### src/rtl/bit_stream_aligner_16to32_seq_pkg.sv
`default_nettype none
// ============================================================================
// Module      : bit_stream_aligner_16to32_seq_pkg
// Description : Shared widths and helpers for the 16-to-32 bit-stream aligner.
// Revision    : 1.0 - initial release
// ============================================================================
package bit_stream_aligner_16to32_seq_pkg;

    localparam int IN_WIDTH  = 16;
    localparam int WIN_WIDTH = 32;
    localparam int CMD_WIDTH = 4;
    localparam int LEN_WIDTH = 5;
    localparam int MAX_LEN   = 16;

    // Lengths beyond one word behave as a full-word consume.
    function automatic logic [LEN_WIDTH-1:0] clamp_len(input logic [LEN_WIDTH-1:0] len);
        if (len > LEN_WIDTH'(MAX_LEN)) begin
            return LEN_WIDTH'(MAX_LEN);
        end
        return len;
    endfunction

endpackage
`default_nettype wire

### src/rtl/bit_stream_aligner_16to32_seq.sv
`default_nettype none
// ============================================================================
// Module      : bit_stream_aligner_16to32_seq
// Description : Two-word bit buffer presenting a 32-bit window plus offset
//               command for a downstream 32-to-16 selector.
// Revision    : 1.0 - initial release
// ============================================================================
module bit_stream_aligner_16to32_seq
    import bit_stream_aligner_16to32_seq_pkg::*;
#(
    parameter int IN_WIDTH  = bit_stream_aligner_16to32_seq_pkg::IN_WIDTH,
    parameter int CMD_WIDTH = bit_stream_aligner_16to32_seq_pkg::CMD_WIDTH,
    parameter int LEN_WIDTH = bit_stream_aligner_16to32_seq_pkg::LEN_WIDTH
) (
    input  logic                 clk,
    input  logic                 rst,
    input  logic                 i_en,
    input  logic                 i_flush,
    input  logic                 i_valid,
    input  logic [IN_WIDTH-1:0]  i_data_bus,
    output logic                 o_ready,
    input  logic                 i_consume,
    input  logic [LEN_WIDTH-1:0] i_len,
    output logic                 o_valid,
    output logic [WIN_WIDTH-1:0] o_data_bus,
    output logic [CMD_WIDTH-1:0] o_cmd
);

    logic [IN_WIDTH-1:0]  r_lo;
    logic [IN_WIDTH-1:0]  r_hi;
    logic [1:0]           r_wcnt;
    logic [CMD_WIDTH-1:0] r_ptr;

    logic [IN_WIDTH-1:0]  w_lo_nxt;
    logic [IN_WIDTH-1:0]  w_hi_nxt;
    logic [1:0]           w_wcnt_nxt;
    logic [CMD_WIDTH-1:0] w_ptr_nxt;

    logic                 w_full;
    logic                 w_valid;
    logic [IN_WIDTH-1:0]  w_hi_eff;
    logic [LEN_WIDTH-1:0] w_len;
    logic [LEN_WIDTH-1:0] w_sum;
    logic                 w_consume;
    logic                 w_retire;
    logic                 w_ready;
    logic                 w_accept;

    assign w_full    = (r_wcnt == 2'd2);
    assign w_valid   = ~rst & i_en & (w_full | ((r_wcnt == 2'd1) & (r_ptr == '0)));
    assign w_hi_eff  = w_full ? r_hi : '0;

    assign w_len     = clamp_len(i_len);
    assign w_sum     = LEN_WIDTH'(r_ptr) + w_len;
    assign w_consume = i_consume & w_valid & (w_len != '0);
    assign w_retire  = w_consume & (w_sum >= LEN_WIDTH'(IN_WIDTH));

    // Ready may rise while full, provided lo frees up on this same edge.
    assign w_ready   = ~rst & i_en & ~i_flush & (~w_full | w_retire);
    assign w_accept  = w_ready & i_valid;

    assign o_ready    = w_ready;
    assign o_valid    = w_valid;
    assign o_data_bus = w_valid ? {w_hi_eff[IN_WIDTH-2:0], r_lo, 1'b0} : '0;
    assign o_cmd      = w_valid ? r_ptr : '0;

    always_comb begin
        w_lo_nxt   = r_lo;
        w_hi_nxt   = r_hi;
        w_wcnt_nxt = r_wcnt;
        w_ptr_nxt  = r_ptr;
        if (i_flush) begin
            w_wcnt_nxt = 2'd0;
            w_ptr_nxt  = '0;
        end else begin
            if (w_consume) begin
                if (w_retire) begin
                    w_lo_nxt   = r_hi;
                    w_wcnt_nxt = r_wcnt - 2'd1;
                    w_ptr_nxt  = CMD_WIDTH'(w_sum - LEN_WIDTH'(IN_WIDTH));
                end else begin
                    w_ptr_nxt  = CMD_WIDTH'(w_sum);
                end
            end
            // Incoming chunk lands in the lowest slot left empty after any retire.
            if (w_accept) begin
                if (w_wcnt_nxt == 2'd0) begin
                    w_lo_nxt = i_data_bus;
                end else begin
                    w_hi_nxt = i_data_bus;
                end
                w_wcnt_nxt = w_wcnt_nxt + 2'd1;
            end
        end
    end

    always_ff @(posedge clk) begin
        if (rst) begin
            r_lo   <= '0;
            r_hi   <= '0;
            r_wcnt <= 2'd0;
            r_ptr  <= '0;
        end else if (i_en) begin
            r_lo   <= w_lo_nxt;
            r_hi   <= w_hi_nxt;
            r_wcnt <= w_wcnt_nxt;
            r_ptr  <= w_ptr_nxt;
        end
    end

endmodule
`default_nettype wire

### config.mk
export PLATFORM = sky130hd
export DESIGN_NAME = bit_stream_aligner_16to32_seq
export DESIGN_NICKNAME = d
export VERILOG_FILES = /design/src/rtl/bit_stream_aligner_16to32_seq_pkg.sv /design/src/rtl/bit_stream_aligner_16to32_seq.sv
export SDC_FILE = /design/constraint.sdc
export NUM_CORES = 1
export LEC_CHECK = 0
export ABC_AREA = 0
export BUFFER_PORTS_ARGS = -buffer_cell sky130_fd_sc_hd__clkbuf_2
export CORE_MARGIN = 3
export CORE_UTILIZATION = 51
export CTS_CLUSTER_DIAMETER = 30
export DETAILED_ROUTE_END_ITERATION = 8
export GPL_TIMING_DRIVEN = 0
export PLACE_DENSITY = 0.9
export SLEW_MARGIN = 0
export SYNTH_ARGS = -nofsm -noshare
export SYNTH_HDL_FRONTEND = slang
export SYNTH_SLANG_ARGS = --single-unit
### constraint.sdc
create_clock -name clk -period 5.3 [get_ports clk]
set_input_delay 1.325 -clock clk [delete_from_list [all_inputs] [get_ports clk]]
set_output_delay 1.325 -clock clk [all_outputs]
set_load 0.02 [all_outputs]
==> flow_summary.json <==
{
  "synth_edf_count": 0,
  "synth_nets": 261,
  "core_um2": 3850,
  "slew_headroom_pct": 63.1,
  "worst_pin_slew_ns": 0.553,
  "synth_top_family_by_area": "simple AND/OR/NAND/NOR gates",
  "cts_hold_buf": 0,
  "cts_sinks": 38,
  "tritoncts": "yes",
  "worstPathCellList": "clkbuf_2 -> nor2b_1 -> ha_1 -> inv_1 -> fa_1 -> nand2b_1 -> a21oi_2 -> mux2_2 -> a21oi_1 -> clkbuf_2",
  "num_vias": 1889,
  "p_per_area_nw_per_um2": 212,
  "synthMuxAreaShare_pct": 10.4,
  "drcViolationCount": 0,
  "synth.area.top_cells": "dfxtp_1, and2_1, mux2i_1, a221o_1, and3_1",
  "yosysWarnings": 0,
  "synthArstFlopShare_pct": 0,
  "skew_ns": 0.00479,
  "fp.dieArea_um2": 5020,
  "max_freq_mhz": 213,
  "p_leak_nw": 1.37,
  "synth.cell_area_um2": 2140,
  "instances_no_fill": 344,
  "synth_most_common_cell": "dfxtp_1",
  "crit_buf_inv": 3,
  "viasPerCell": 5.49,
  "worst_slack_ns": 0.595,
  "path_common_cell": "clkbuf_2",
  "fin_setup_tns_ns": 0,
  "grt_start_max_net_pins": 12,
  "path_clk_slew_ns": 0.07,
  "die_width_um": 70.8,
  "finalSetupViolCount": 0,
  "dp_hpwl_um": 3820,
  "cp_slowest_cell": "mux2_2",
  "cp-end-kind": "primary output",
  "wl_um": 5050,
  "critPathRequiredTime_ns": 3.97,
  "ys_seq_area_share_pct": 35.5,
  "period_share_pct": 88.8,
  "grt_pass1_vias": 1888,
  "drt-initial-drc-count": 75,
  "hold_viol_final": 0,
  "antenna_found_initial": 0,
  "rsz0062_at_grt": "false",
  "netlist_instances": 226,
  "synth_ff_type": "dfxtp_1",
  "ys_seq_elements": 38,
  "outcome": "finished clean",
  "drt-pass1-iter-count": 4,
  "ir_drop_uv": 139,
  "rows": 22,
  "groute.usage.overall_pct": 20.5,
  "synth-xor-area-share_pct": 1.63,
  "syn2layout_area_growth_pct": 21.5,
  "nets": 330,
  "dpl.cell_count": 336,
  "tritoncts.num_buffers": 5,
  "drive_gt1_share_pct": 30.1,
  "period_needed_ns": 4.71,
  "cap_violations": 0,
  "overflow": 0,
  "worst-setup-path-type": "input pin to primary output",
  "die_h_um": 70.8,
  "cp-start-kind": "input pin",
  "path_delay_family": "adder cells",
  "synth_top_area_cell": "dfxtp_1",
  "ctsLongestPathBuffers": 2,
  "whs_path_depth": 1,
  "htree_num_levels": 2,
  "place_congestion": 0.802,
  "path_max_fanout": 7,
  "yosys.area_share.adder_pct": 5.02,
  "clkLatencyLatePin_ns": 0.28,
  "pre_cts_ws_ns": 0.454,
  "crit_cells": 10,
  "synth_compound_area_share_pct": 15.6,
  "grt_pass1_wl_um": 8440,
  "synth.distinct_cells": 47,
  "cts_resized": 0,
  "syn-mean-instance-area_um2": 9.49,
  "io_pins": 65,
  "cts_setup_buffers": 0,
  "synthSimpleGateAreaFrac_pct": 26.7,
  "slew_viol_final": 0,
  "critPathMaxStageDelay_ns": 0.40,
  "synthTopCellsByCount": "dfxtp_1, and2_1, nor2_1",
  "n_fill_cell": 323,
  "n_antenna_cell": 0,
  "multiInputGateArea_um2": 1280,
  "ant_nets": 0,
  "wire_per_inst_um": 14.7,
  "start_util_pct": 55.6,
  "hold_path_class": "register to register",
  "port_buffers": 62,
  "register_area_um2": 761,
  "yosys.area.top_type_share_pct": 35.5,
  "r2r.worst_path.cells": 13,
  "cts-root-buf": "clkbuf_8",
  "critPathArrivalTime_ns": 3.38
}
## final cells by class
cell class,instances,area share (%)
flip-flops and latches,38,29.2
repair buffers,62,11.9
clock buffers,7,3.31
inverters,6,0.864
well taps,48,2.30
plain buffers,15,3.17
clock inverters,1,0.192
multi-input cells,167,49.1
## through the flow
step                hold WS [ns]  utilization, %  cell area (um^2)  total power, W
global route               0.505            67.6              2610        0.000580
finish                     0.484            67.6              2610        0.000554
floorplan                  0.447               -              2140        0.000339
CTS                        0.485            67.6              2610        0.000558
global placement           0.461            65.3              2510        0.000362
detailed placement         0.467            65.3              2510        0.000364
## cell families after synthesis
family,count (synthesis)
other cells,1
simple gates,98
xor+xnor,4
fa+ha+maj,8
buf+inv,21
mux,21
compound gates,35
flops,38
## power by group
group          leakage (nW)  internal (W)  switching (W)
clock network        0.0482      0.000105      0.0000915
logic                  1.01     0.0000273      0.0000354
registers             0.307      0.000291     0.00000329
## sequential cells by signal, indices dropped and copies added, names as in the netlist
register,flops
r_hi,16
r_lo,16
r_ptr,4
r_wcnt,2
## routing by layer
layer,up-vias,part of all wire [%],global-route usage (%)
li1,936,-,-
met5,-,0,0
met4,0,1.4,8.14
met3,7,5.1,4.12
met1,891,43,24.6
met2,55,51,35.8
## layout by cell type, fill, tap and decap left out, types with 2 or more instances in the layout
cell      Yosys  final
clkbuf_2      0     62
dfxtp_1      38     38
and2_1       35     35
nor2_1       24     24
mux2i_1      19     19
and3_1       15     15
a221o_1      14     14
clkbuf_1      8      9
ha_1          7      7
inv_1         6      6
nor2b_1       6      6
clkbuf_8      0      6
nand2_1       5      5
nand2b_1      3      3
buf_2         3      3
a21oi_1       3      3
a21o_1        2      2
xnor2_1       2      2
buf_4         2      2
buf_6         2      2
xor2_1        2      2
a221o_2       2      2
and3_2        2      2
## final timing paths
path	from	end	slack [ns]
min	r_lo[13]$_SDFFE_PP0P_	r_lo[13]$_SDFFE_PP0P_	0.48
min reg2reg	r_lo[13]$_SDFFE_PP0P_	r_lo[13]$_SDFFE_PP0P_	0.48
max reg2reg	r_ptr[0]$_SDFFE_PP0P_	r_lo[11]$_SDFFE_PP0P_	1.57
max	i_len[4]	o_ready	0.59
(Power assumes the default switching activity.)
